--- config.mk ---
export PLATFORM = sky130hd
export DESIGN_NAME = dmem_arbiter
export DESIGN_NICKNAME = d
export VERILOG_FILES = /design/src/rtl/dmem_pkg.sv /design/src/rtl/dmem_req_check.sv /design/src/rtl/dmem_arbiter.sv
export SDC_FILE = /design/constraint.sdc
export NUM_CORES = 1
export LEC_CHECK = 0
export ABC_AREA = 1
export BUFFER_PORTS_ARGS = -buffer_cell sky130_fd_sc_hd__buf_2
export CORE_AREA = 2 2 115 117
export CTS_BUF_LIST = sky130_fd_sc_hd__clkbuf_8
export DETAILED_ROUTE_END_ITERATION = 16
export DIE_AREA = 0 0 117 119
export HOLD_SLACK_MARGIN = 0.05
export PLACE_DENSITY = 0.61
export SYNTH_ARGS = -nofsm -noshare
export SYNTH_HDL_FRONTEND = slang
export SYNTH_SLANG_ARGS = --single-unit
--- constraint.sdc ---
create_clock -name clk -period 1.1 [get_ports clk]
set_input_delay 0 -clock clk [delete_from_list [all_inputs] [get_ports clk]]
set_output_delay 0 -clock clk [all_outputs]
set_load 0.05 [all_outputs]
--- src/rtl/dmem_pkg.sv ---
// Shared definitions for the M-stage data memory arbiter: sizes, FSM encoding
// and the address legality check used by both request ports.
package dmem_pkg;

   localparam int unsigned MEM_WORDS_DEFAULT = 64;
   localparam int unsigned WORD_BYTES        = 4;

   typedef enum logic {
      ARB    = 1'b0,
      FORCE1 = 1'b1
   } arb_state_e;

   // Word-aligned and inside the memory; callers zero-extend narrower addresses.
   function automatic logic addr_ok(input logic [63:0] addr,
                                    input int unsigned mem_words = MEM_WORDS_DEFAULT);
      logic [63:0] limit;
      limit = 64'(mem_words) * 64'(WORD_BYTES);
      return (addr[1:0] == 2'b00) && (addr < limit);
   endfunction

endpackage

--- src/rtl/dmem_req_check.sv ---
// Per-port request legality check: flags misaligned or out-of-range addresses.
module dmem_req_check
   import dmem_pkg::*;
#(
   parameter int unsigned ADDR_W    = 32,
   parameter int unsigned MEM_WORDS = MEM_WORDS_DEFAULT
) (
   input  logic [ADDR_W-1:0] addr,
   output logic              err
);

   always_comb begin
      err = ~addr_ok(64'(addr), MEM_WORDS);
   end

endmodule

--- src/rtl/dmem_arbiter.sv ---
// Two-port arbiter/sequencer for the single-port M-stage data memory.
// Optional performance counters are built when DMEM_ARB_PERF_EN is defined.
module dmem_arbiter
   import dmem_pkg::*;
#(
   parameter int unsigned ADDR_W    = 32,
   parameter int unsigned DATA_W    = 32,
   parameter int unsigned MEM_WORDS = MEM_WORDS_DEFAULT,
   parameter int unsigned MAX_WAIT  = 4
) (
   input  logic              clk,
   input  logic              reset,
   input  logic              p0_req,
   input  logic              p0_we,
   input  logic [ADDR_W-1:0] p0_addr,
   input  logic [DATA_W-1:0] p0_wdata,
   output logic              p0_stall,
   output logic              p0_rvalid,
   output logic [DATA_W-1:0] p0_rdata,
   output logic              p0_err,
   input  logic              p1_req,
   input  logic              p1_we,
   input  logic [ADDR_W-1:0] p1_addr,
   input  logic [DATA_W-1:0] p1_wdata,
   output logic              p1_gnt,
   output logic              p1_rvalid,
   output logic [DATA_W-1:0] p1_rdata,
   output logic              p1_err,
   output logic              mem_write,
   output logic [ADDR_W-1:0] mem_address,
   output logic [DATA_W-1:0] mem_write_data,
   input  logic [DATA_W-1:0] mem_read_data
`ifdef DMEM_ARB_PERF_EN
   ,
   output logic [15:0]       perf_conflicts,
   output logic [15:0]       perf_forced
`endif
);

   localparam int unsigned    CNT_W    = $clog2(MAX_WAIT + 1);
   localparam logic [CNT_W-1:0] WAIT_MAX = CNT_W'(MAX_WAIT);

   arb_state_e        state_q, state_d;
   logic [CNT_W-1:0]  wait_q, wait_d;
   logic              gnt0, gnt1;
   logic              err0, err1;

   logic              p0_rvalid_q, p0_rvalid_d;
   logic [DATA_W-1:0] p0_rdata_q, p0_rdata_d;
   logic              p0_err_q, p0_err_d;
   logic              p1_rvalid_q, p1_rvalid_d;
   logic [DATA_W-1:0] p1_rdata_q, p1_rdata_d;
   logic              p1_err_q, p1_err_d;

   dmem_req_check #(.ADDR_W(ADDR_W), .MEM_WORDS(MEM_WORDS)) u_chk0 (
      .addr (p0_addr),
      .err  (err0)
   );

   dmem_req_check #(.ADDR_W(ADDR_W), .MEM_WORDS(MEM_WORDS)) u_chk1 (
      .addr (p1_addr),
      .err  (err1)
   );

   // Nothing is granted while reset is held, so no write can slip through.
   always_comb begin
      gnt0 = 1'b0;
      gnt1 = 1'b0;
      if (!reset) begin
         if (state_q == FORCE1) begin
            gnt1 = p1_req;
         end else begin
            gnt0 = p0_req;
            gnt1 = p1_req & ~p0_req;
         end
      end
   end

   assign p0_stall = p0_req & ~gnt0;
   assign p1_gnt   = gnt1;

   always_comb begin
      state_d = state_q;
      wait_d  = wait_q;
      if (state_q == FORCE1) begin
         state_d = ARB;
         wait_d  = '0;
      end else if (!p1_req || gnt1) begin
         wait_d = '0;
      end else if (wait_q != WAIT_MAX) begin
         wait_d = wait_q + CNT_W'(1);
      end
      // Force on the edge where the count saturates so port 1 wins the very next slot.
      if (state_q == ARB && p1_req && wait_d == WAIT_MAX) begin
         state_d = FORCE1;
      end
   end

   always_comb begin
      mem_write      = 1'b0;
      mem_address    = '0;
      mem_write_data = '0;
      if (gnt0) begin
         mem_write      = p0_we & ~err0;
         mem_address    = p0_addr;
         mem_write_data = p0_wdata;
      end else if (gnt1) begin
         mem_write      = p1_we & ~err1;
         mem_address    = p1_addr;
         mem_write_data = p1_wdata;
      end
   end

   // Stores and errored requests respond with zero data.
   always_comb begin
      p0_rvalid_d = gnt0;
      p0_err_d    = gnt0 & err0;
      p0_rdata_d  = (gnt0 & ~p0_we & ~err0) ? mem_read_data : '0;
      p1_rvalid_d = gnt1;
      p1_err_d    = gnt1 & err1;
      p1_rdata_d  = (gnt1 & ~p1_we & ~err1) ? mem_read_data : '0;
   end

   always_ff @(posedge clk) begin
      if (reset) begin
         state_q     <= ARB;
         wait_q      <= '0;
         p0_rvalid_q <= 1'b0;
         p0_rdata_q  <= '0;
         p0_err_q    <= 1'b0;
         p1_rvalid_q <= 1'b0;
         p1_rdata_q  <= '0;
         p1_err_q    <= 1'b0;
      end else begin
         state_q     <= state_d;
         wait_q      <= wait_d;
         p0_rvalid_q <= p0_rvalid_d;
         p0_rdata_q  <= p0_rdata_d;
         p0_err_q    <= p0_err_d;
         p1_rvalid_q <= p1_rvalid_d;
         p1_rdata_q  <= p1_rdata_d;
         p1_err_q    <= p1_err_d;
      end
   end

   assign p0_rvalid = p0_rvalid_q;
   assign p0_rdata  = p0_rdata_q;
   assign p0_err    = p0_err_q;
   assign p1_rvalid = p1_rvalid_q;
   assign p1_rdata  = p1_rdata_q;
   assign p1_err    = p1_err_q;

`ifdef DMEM_ARB_PERF_EN
   logic [15:0] perf_conf_q, perf_conf_d;
   logic [15:0] perf_forced_q, perf_forced_d;

   always_comb begin
      perf_conf_d   = perf_conf_q;
      perf_forced_d = perf_forced_q;
      if (p0_req && p1_req && perf_conf_q != 16'hFFFF) begin
         perf_conf_d = perf_conf_q + 16'd1;
      end
      if (state_q == ARB && state_d == FORCE1 && perf_forced_q != 16'hFFFF) begin
         perf_forced_d = perf_forced_q + 16'd1;
      end
   end

   always_ff @(posedge clk) begin
      if (reset) begin
         perf_conf_q   <= '0;
         perf_forced_q <= '0;
      end else begin
         perf_conf_q   <= perf_conf_d;
         perf_forced_q <= perf_forced_d;
      end
   end

   assign perf_conflicts = perf_conf_q;
   assign perf_forced    = perf_forced_q;
`endif

endmodule

==> flow_summary_export.csv, run 1 <==
group,metric,value,unit
run_status,status,"finished with violations",
run_status,violations,"negative setup slack",
logic_synthesis,synth_top_area_share,45.66,%
cts,clk_latency,340,ps
floorplan,core_area,12870,sq um
logic_synthesis,ys.warnings.count,0,
placed_design,post-dp-hpwl,10440,um
worst_setup_path,worst-r2r-cell-count,9,
finish,regArea,1445,sq um
drt,drt-initial-drc-count,134,
cts,cts.sinks,72,
logic_synthesis,avgSynthCellArea,8.441,sq um
timing,setup_slack,-479.3,ps
logic_synthesis,synth.distinct_cells,22,
drt,wl,14400,um
logic_synthesis,synth_most_common_cell,"inv_1",
global_routing,grt_pass1_wl,21180,um
finish,finalNetCount,938,
timing,grt_setup_unrepaired,"yes",
worst_setup_path,path_class,"reg -> out",
logic_synthesis,synth_edf_count,0,
cts,cts_buffer_depth,2,
floorplan,die_w,117,um
placed_design,dp_slack,-210.0,ps
worst_setup_path,r2r_end,"p0_rdata[28]$_SDFF_PP0_",
logic_synthesis,netlist_instances,374,
placed_design,gp_congestion,0.8741,
timing,setup_viol,133,
timing,slew_violations,0,
cts,cts-root-buf,"clkbuf_8",
finish,fin_area,7208,sq um
logic_synthesis,synth_fp_nets,542,
worst_setup_path,endpoint_kind,"primary output",
drt,drc,0,
floorplan,row_count,42,
cts,clk_pin_slew_worst_paths,70,ps
finish,drive_above_1_share,65.81,%
drt,first_pass_iters,4,
worst_setup_path,rrSetupSlack,-420,ps
drt,num_vias,4103,
finish,multiInputGateArea,1898,sq um
cts,htree_num_levels,3,
worst_setup_path,r2r-start,"state_q$_SDFF_PP0_",
power,ir_drop,0.0007616,V
logic_synthesis,seq_area_frac_synth,45.66,%
finish,fillers,1111,
logic_synthesis,syn_area,3157,sq um
floorplan,die_height,119,um
floorplan,start_util,24.52,%
global_routing,grt_usage,19.86,%
min_path,whs_path_depth,5,
timing,finalHoldViolCount,0,
global_routing,grt_max_degree,33,
worst_setup_path,crit_arrival,1580,ps
timing,fin_crit,1579,ps
power,power-per-cell-area,1013,nW/um^2
drt,wl_per_cell,15.10,um
floorplan,dieArea,13920,sq um
timing,tightest_slew,300.0,ps
power,p_leak,3.812,nW
finish,area_delta_synth_final,128.3,%
drt,ant_nets,0,
job,drv_cap,0,
logic_synthesis,ys_ff_latch,72,
placed_design,portBuffers,300,
logic_synthesis,dominantRegCellSynth,"dfxtp_1",
floorplan,ios,301,
logic_synthesis,yosysTopAreaCell,"dfxtp_1",
placed_design,postPlaceCellArea,5729,sq um
timing,holdWs,86.62,ps
global_routing,antenna_found_initial,3,
logic_synthesis,async_reset_ff_share,0,%
cts,cts_tree,"yes",
global_routing,overflow,0,
logic_synthesis,yosys-top-cells-area,"dfxtp_1, a22o_1, inv_1",
finish,fin_util,55.99,%
min_path,whs_endpoint,"p0_err$_SDFF_PP0_",
timing,min_period_over_period,143.6,%
logic_synthesis,synth_common_cells,"inv_1, dfxtp_1, nor2_1",
timing,fin_worst_skew,5.030,ps
timing,slew_headroom,80.00,%
worst_setup_path,critPathMaxFanout,18,
global_routing,grt_pass1_vias,4325,
worst_setup_path,startpoint_type,"flip-flop",
worst_setup_path,crit_required,1100,ps
drt,via_per_inst,4.301,
cts,numCtsBuffers,9,
min_path,worstHoldStart,"p0_addr[0]",
timing,fin_tns_setup,-50990,ps
min_path,hp-class,"in -> reg",
timing,fmaxAchievable,633.2,MHz
==> kinds of logic (layout without fill, tap and decap cells) <==
group | Yosys count | in the layout | synth area share, %
DFF | 72 | 72 | 45.66
AOI/OAI and AO/OA | 67 | 67 | 16.81
buffers and inverters | 96 | 497 | 14.15
and+or+nand+nor | 137 | 137 | 22.59
adders and majority gates | 2 | 2 | 0.7926
other | 0 | 3 | 0
==> worst max-delay path: stages, from the launching register on <==
cell	delay, ps
dfxtp_4	370
inv_2	80
nand2_4	70
nand2_8	110
inv_8	60
buf_12	150
a22o_2	220
buf_6	150
==> worst max path at each step <==
stage | startpoint | end | slack [ps]
final | state_q$_SDFF_PP0_ | mem_write_data[9] | -480
after global routing | state_q$_SDFF_PP0_ | mem_write_data[9] | -540
after CTS | state_q$_SDFF_PP0_ | mem_write | -490
after detailed placement | state_q$_SDFF_PP0_ | mem_address[23] | -210
after global placement | state_q$_SDFF_PP0_ | mem_write_data[8] | -210
after floorplan | state_q$_SDFF_PP0_ | mem_address[16] | -110
==> flip-flops by register name (all words and copies together), names as in the netlist <==
| signal | flops |
|---|---|
| state_q | 1 |
| p1_rvalid | 1 |
| p0_rdata | 32 |
| p0_err | 1 |
| wait_q | 3 |
| p1_rdata | 32 |
| p1_err | 1 |
| p0_rvalid | 1 |
==> what timing repair did <==
item,CTS,global route
gates cloned,5,2
pin swaps,1,7
hold buffers,35,1
endpoints found under the hold margin,67,1
endpoints found under the setup margin,134,135
setup buffers,5,3
gates resized for setup,164,26
==> power breakdown <==
group | switching [mW] | internal [mW]
registers | 0.00438 | 2.61
clock network | 0.979 | 1.51
logic | 1.18 | 1.01
==> layer usage <==
| layer | up-vias | global-route usage (%) | part of all wire (%) | wire length (um) |
|---|---|---|---|---|
| li1 | 1980 | - | - | - |
| met2 | 208 | 38.55 | 56 | 8089 |
| met5 | - | 0 | 0 | 0 |
| met3 | 14 | 4.326 | 6.9 | 988 |
| met1 | 1901 | 20.14 | 35 | 5095 |
| met4 | 0 | 7.353 | 1.6 | 230 |
==> placed cells by master (no fill, tap or decap), drive strengths merged, types with 9 or more instances in the layout <==
master	count
nand2	29
dfxtp	72
clkbuf	11
a22o	46
inv	79
dlygate4sd3	36
buf	367
o22ai	18
nand3	9
nor2	94
==> area by class of cell <==
cell class	instances	area share (%)
Inverter	76	4.166
Tap cell	176	3.055
Sequential cell	72	20.05
Clock inverter	7	1.649
Multi-Input combinational cell	206	26.33
Clock buffer	9	1.718
Antenna cell	3	0.1041
Timing Repair Buffer	405	42.93
==> stage by stage <==
step	instances	power (mW)
3_3_place_gp	885	4.418
6_report	954	7.301
3_5_place_dp	885	4.433
4_1_cts	946	7.311
5_1_grt	954	7.599
2_1_floorplan	374	3.808
No activity file was read; power rests on OpenSTA's default activity.
==> run 2, diff against run 1 <==
RECOVER_POWER = 25   (was not set)
==> flow_summary_export.csv, run 2 (same netlist as run 1, synthesis figures left out) <==
group,metric,value,unit
power,switching_share,29.68,%
cts,htree_num_levels,3,
finish,fin_area,7208,sq um
finish,multiInputGateArea,1898,sq um
global_routing,grt_pass1_wl,21180,um
cts,numCtsBuffers,9,
run_status,violations,"negative setup slack",
floorplan,core_area,12870,sq um
drt,num_vias,4105,
drt,via_per_inst,4.303,
global_routing,overflow,0,
cts,clk_pin_slew_worst_paths,70,ps
power,power_frac_seq,35.8,%
timing,grt_setup_unrepaired,"yes",
worst_setup_path,endpoint_kind,"primary output",
drt,drc,0,
timing,slew_violations,0,
worst_setup_path,path_cells,"inv_2, nand2_4, nand2_8, inv_8, buf_12, a22o_2, buf_6",
worst_setup_path,cp_top_family,"buffers and inverters",
global_routing,grt_pass1_vias,4325,
cts,cts-root-buf,"clkbuf_8",
floorplan,dieArea,13920,sq um
drt,dr_wl_met2,8085,um
timing,tightest_slew,300.0,ps
finish,regArea,1445,sq um
worst_setup_path,critPathSlowestCell,"dfxtp_4",
finish,final_cell_mix,"buf_2, inv_1, dfxtp_1, buf_6, nor2_1",
drt,drt-initial-drc-count,136,
power,power-per-cell-area,1013,nW/um^2
global_routing,grt_usage,19.86,%
global_routing,antenna_found_initial,3,
drt,wl,14400,um
cts,cts_buffer_depth,2,
power,clock_power_share,34.1,%
job,drv_cap,0,
worst_setup_path,critPathBufInv,4,
worst_setup_path,crit_required,1100,ps
power,ir_drop,0.0007616,V
drt,wl_met1,5105,um
timing,min_period_over_period,143.6,%
power,combPwrFrac,30.0,%
finish,finalNetCount,938,
timing,slew_headroom,80.00,%
finish,layout_commonest_cell,"buf_2",
timing,finalHoldViolCount,0,
timing,fin_crit,1579,ps
run_status,status,"finished with violations",
floorplan,start_util,24.52,%
placed_design,gp_congestion,0.8741,
power,p_leak,3.797,nW
timing,fin_worst_skew,4.967,ps
worst_setup_path,critPathMaxFanout,18,
drt,top_layer,"met4",
timing,fin_tns_setup,-50990,ps
cts,cts_tree,"yes",
power,internal_power,5.135,mW
drt,wl_met3,980,um
drt,first_pass_iters,4,
floorplan,die_height,119,um
min_path,hp-class,"in -> reg",
floorplan,ios,301,
finish,drive_above_1_share,65.81,%
drt,ant_nets,0,
worst_setup_path,crit_arrival,1580,ps
floorplan,row_count,42,
worst_setup_path,path_class,"reg -> out",
placed_design,portBuffers,300,
global_routing,grt_max_degree,33,
timing,setup_slack,-479.3,ps
power,switchingPower,2.167,mW
worst_setup_path,startpoint_type,"flip-flop",
drt,wl_per_cell,15.10,um
timing,setup_viol,133,
cts,clk_latency,340,ps
timing,fmaxAchievable,633.2,MHz
finish,area_delta_synth_final,128.3,%
placed_design,post-dp-hpwl,10440,um
placed_design,postPlaceCellArea,5729,sq um
floorplan,die_w,117,um
worst_setup_path,slowest_delay,370,ps
finish,fillers,1111,
cts,cts.sinks,72,
run 2: worst min-delay path: cells and delay by family:
kind	cells	cell delay [ps]
buffers and inverters	1	100
AO/OA/AOI/OAI	1	110
AND/OR/NAND/NOR	3	180
run 2: path summary, 6_finish.rpt:
kind                              from                 endpoint  slack [ps]  depth (start not counted)
setup / recovery    state_q$_SDFF_PP0_        mem_write_data[9]        -480                          7
hold / removal              p0_addr[0]        p0_err$_SDFF_PP0_          90                          5
setup reg to reg    state_q$_SDFF_PP0_  p0_rdata[28]$_SDFF_PP0_        -420                          9
hold reg to reg   wait_q[2]$_SDFF_PP0_     wait_q[2]$_SDFF_PP0_         550                          2
run 2: power groups by stage:
stage | registers (mW) | clock network, mW | logic (mW)
finish | 2.62 | 2.49 | 2.19
global placement | 2.68 | 0 | 1.74
global route | 2.62 | 2.67 | 2.31
CTS | 2.62 | 2.56 | 2.13
detailed placement | 2.68 | 0 | 1.75
floorplan | 2.70 | 0 | 1.10
run 2: through the flow:
stage | util [%] | setup WS, ps | std cells | hold slack, ps | power, mW
after floorplan | - | -113.6 | 374 | 72.38 | 3.808
after global placement | 44.50 | -209.5 | 885 | 238.1 | 4.418
after detailed placement | 44.50 | -210.0 | 885 | 243.3 | 4.433
after CTS | 54.45 | -487.2 | 946 | 60.45 | 7.311
after global routing | 55.99 | -540.6 | 954 | 122.7 | 7.599
final | 55.99 | -479.3 | 954 | 86.60 | 7.303
run 2: timing repair:
action                                 in CTS  in global routing
hold buffers                               35                  1
pin swaps                                   1                  7
setup endpoints to repair                 134                135
cloned                                      5                  2
buffers inserted                            5                  3
gates resized for setup                   164                 26
endpoints found under the hold margin      67                  1
run 2: layer usage:
metal | track usage, % | vias up
li1 | - | 1980
met4 | 7.353 | 0
met5 | 0 | -
met3 | 4.326 | 14
met1 | 20.14 | 1903
met2 | 38.55 | 208
run 2: area by class of cell:
cell class	instances	share of cell area, %
timing repair buffer	405	42.93
sequential	72	20.05
clock inverter	7	1.649
antenna	3	0.1041
multi-input combinational	206	26.33
inverter	76	4.166
tap	176	3.055
clock buffer	9	1.718
==> run 3, diff against run 2 <==
CORE_AREA = 5 5 143 77   (was 2 2 115 117)
DIE_AREA = 0 0 148 82   (was 0 0 117 119)
PLACE_DENSITY = 0.77   (was 0.61)
==> flow_summary_export.csv, run 3 (same netlist as run 1, synthesis figures left out) <==
group,metric,value,unit
run_status,status,"finished with violations",
run_status,violations,"negative setup slack",
timing,fin_worst_skew,4.202,ps
min_path,whs_path_depth,3,
worst_setup_path,worst-r2r-cell-count,7,
drt,num_vias,4174,
global_routing,grt_pass1_vias,4296,
timing,grt_setup_unrepaired,"yes",
job,drv_cap,0,
placed_design,post-dp-hpwl,12110,um
global_routing,grt_pass1_wl,23400,um
worst_setup_path,r2r_end,"p0_rdata[24]$_SDFF_PP0_",
power,power_frac_seq,36.3,%
drt,wl_per_cell,18.89,um
min_path,whs_endpoint,"wait_q[1]$_SDFF_PP0_",
drt,first_pass_iters,4,
drt,drc,0,
cts,numCtsBuffers,9,
timing,fin_crit,1597,ps
floorplan,row_count,26,
worst_setup_path,crit_required,1100,ps
timing,finalHoldViolCount,0,
power,switchingPower,2.219,mW
finish,layout_commonest_cell,"buf_2",
drt,ant_nets,0,
worst_setup_path,r2r-start,"state_q$_SDFF_PP0_",
cts,cts_buffer_depth,2,
floorplan,start_util,32.45,%
global_routing,grt_use_met2,43.88,%
drt,drt-initial-drc-count,190,
worst_setup_path,path_class,"reg -> out",
timing,fmaxAchievable,626.0,MHz
finish,finalNetCount,931,
timing,setup_viol,133,
cts,htree_num_levels,3,
finish,area_delta_synth_final,123.9,%
placed_design,gp_congestion,0.9722,
finish,diodes,0,
global_routing,antenna_found_initial,0,
global_routing,use_met1,29.89,%
drt,wl,16870,um
timing,holdWs,83.40,ps
global_routing,grt_usage,25.26,%
worst_setup_path,endpoint_kind,"primary output",
power,p_leak,3.780,nW
power,switching_share,30.77,%
timing,tightest_slew,294.6,ps
timing,fin_tns_setup,-39710,ps
cts,cts-root-buf,"clkbuf_8",
power,combPwrFrac,31.8,%
timing,min_period_over_period,145.2,%
finish,final_cell_mix,"buf_2, inv_1, dfxtp_1, buf_6, nor2_1",
worst_setup_path,crit_arrival,1600,ps
worst_setup_path,critPathMaxFanout,19,
cts,cts_tree,"yes",
min_path,hp-class,"in -> reg",
placed_design,portBuffers,300,
timing,setup_slack,-497.5,ps
finish,drive_above_1_share,64.80,%
timing,slew_headroom,80.44,%
min_path,worstHoldStart,"reset",
floorplan,die_height,82,um
floorplan,dieArea,12140,sq um
floorplan,ios,301,
timing,slew_violations,0,
power,clock_power_share,31.9,%
worst_setup_path,startpoint_type,"flip-flop",
cts,clk_pin_slew_worst_paths,70,ps
floorplan,die_w,148,um
cts,cts.sinks,72,
global_routing,grt_max_degree,33,
floorplan,core_area,9727,sq um
drt,via_per_inst,4.674,
global_routing,busiest_layer,"met2",
power,power-per-cell-area,1020,nW/um^2
finish,fin_util,72.68,%
power,ir_drop,0.0006632,V
worst_setup_path,rrSetupSlack,-220,ps
cts,clk_latency,340,ps
global_routing,overflow,0,
power,internal_power,4.993,mW
global_routing,grt_use_met3,9.702,%
==> run 3: cell types whose count changed in the layout (fill, tap and decap cells not counted), sizes merged <==
| cell | previous run | this run |
|---|---|---|
| buf | 350 | 358 |
| bufinv | 3 | 2 |
| diode | 3 | 0 |
| clkbuf | 28 | 17 |
| dlygate4sd3 | 36 | 33 |
| inv | 79 | 75 |
| clkinv | 0 | 3 |
==> run 3: layer usage <==
metal  routed length, um  vias to the layer above
met2                8078                      204
met5                   0                        -
met4                 458                        0
li1                    -                     1972
met1                6760                     1956
met3                1568                       42
==> run 3: power by group through the flow <==
stage / Clock, mW / Combinational, mW / Sequential, mW
2_1_floorplan: 0 / 1.10 / 2.70
3_3_place_gp: 0 / 1.82 / 2.68
3_5_place_dp: 0 / 1.85 / 2.68
4_1_cts: 2.34 / 2.15 / 2.62
5_1_grt: 2.45 / 2.39 / 2.62
6_report: 2.30 / 2.29 / 2.62
==> run 3: cell type report <==
type	count	area (sq um)
Timing Repair Buffer	398	3100
Fill cell	675	2658
Clock inverter	5	81.33
Tap cell	126	157.7
Inverter	76	302.8
Clock buffer	10	137.6
Multi-Input combinational cell	206	1844
Sequential cell	72	1445
==> run 3: critical path, stage by stage, from the launching register on <==
cell and delay [ps]:
dfxtp_4 380, nor2_4 40, nand2_4 130, clkinv_8 100, buf_12 170, a22o_2 270, buf_6 160
==> run 3: metrics by stage <==
step	power, mW	std cells	setup slack [ps]	area [sq um]
2_1_floorplan	3.808	374	-113.6	3749
4_1_cts	7.112	882	-470.6	6718
5_1_grt	7.463	893	-551.4	7069
6_report	7.211	893	-497.5	7069
3_5_place_dp	4.532	831	-215.3	5764
3_3_place_gp	4.501	831	-165.3	5764
==> run 3: what timing repair did <==
action	4_1_cts	5_1_grt
hold endpoints to repair	65	0
buffers inserted	0	7
setup endpoints to repair	134	135
cloned	3	4
gates resized for setup	109	48
pin swaps	2	5
hold buffers	33	0
==> run 3: how the worst max path moves through the flow <==
stage / from / end / slack [ps] / cells after the start
after floorplan: state_q$_SDFF_PP0_ / mem_address[16] / -110 / 5
after global placement: state_q$_SDFF_PP0_ / mem_write / -170 / 8
after detailed placement: state_q$_SDFF_PP0_ / mem_write_data[0] / -220 / 6
after CTS: state_q$_SDFF_PP0_ / mem_write / -470 / 8
after global routing: state_q$_SDFF_PP0_ / mem_write_data[11] / -550 / 6
final: state_q$_SDFF_PP0_ / mem_write_data[11] / -500 / 6
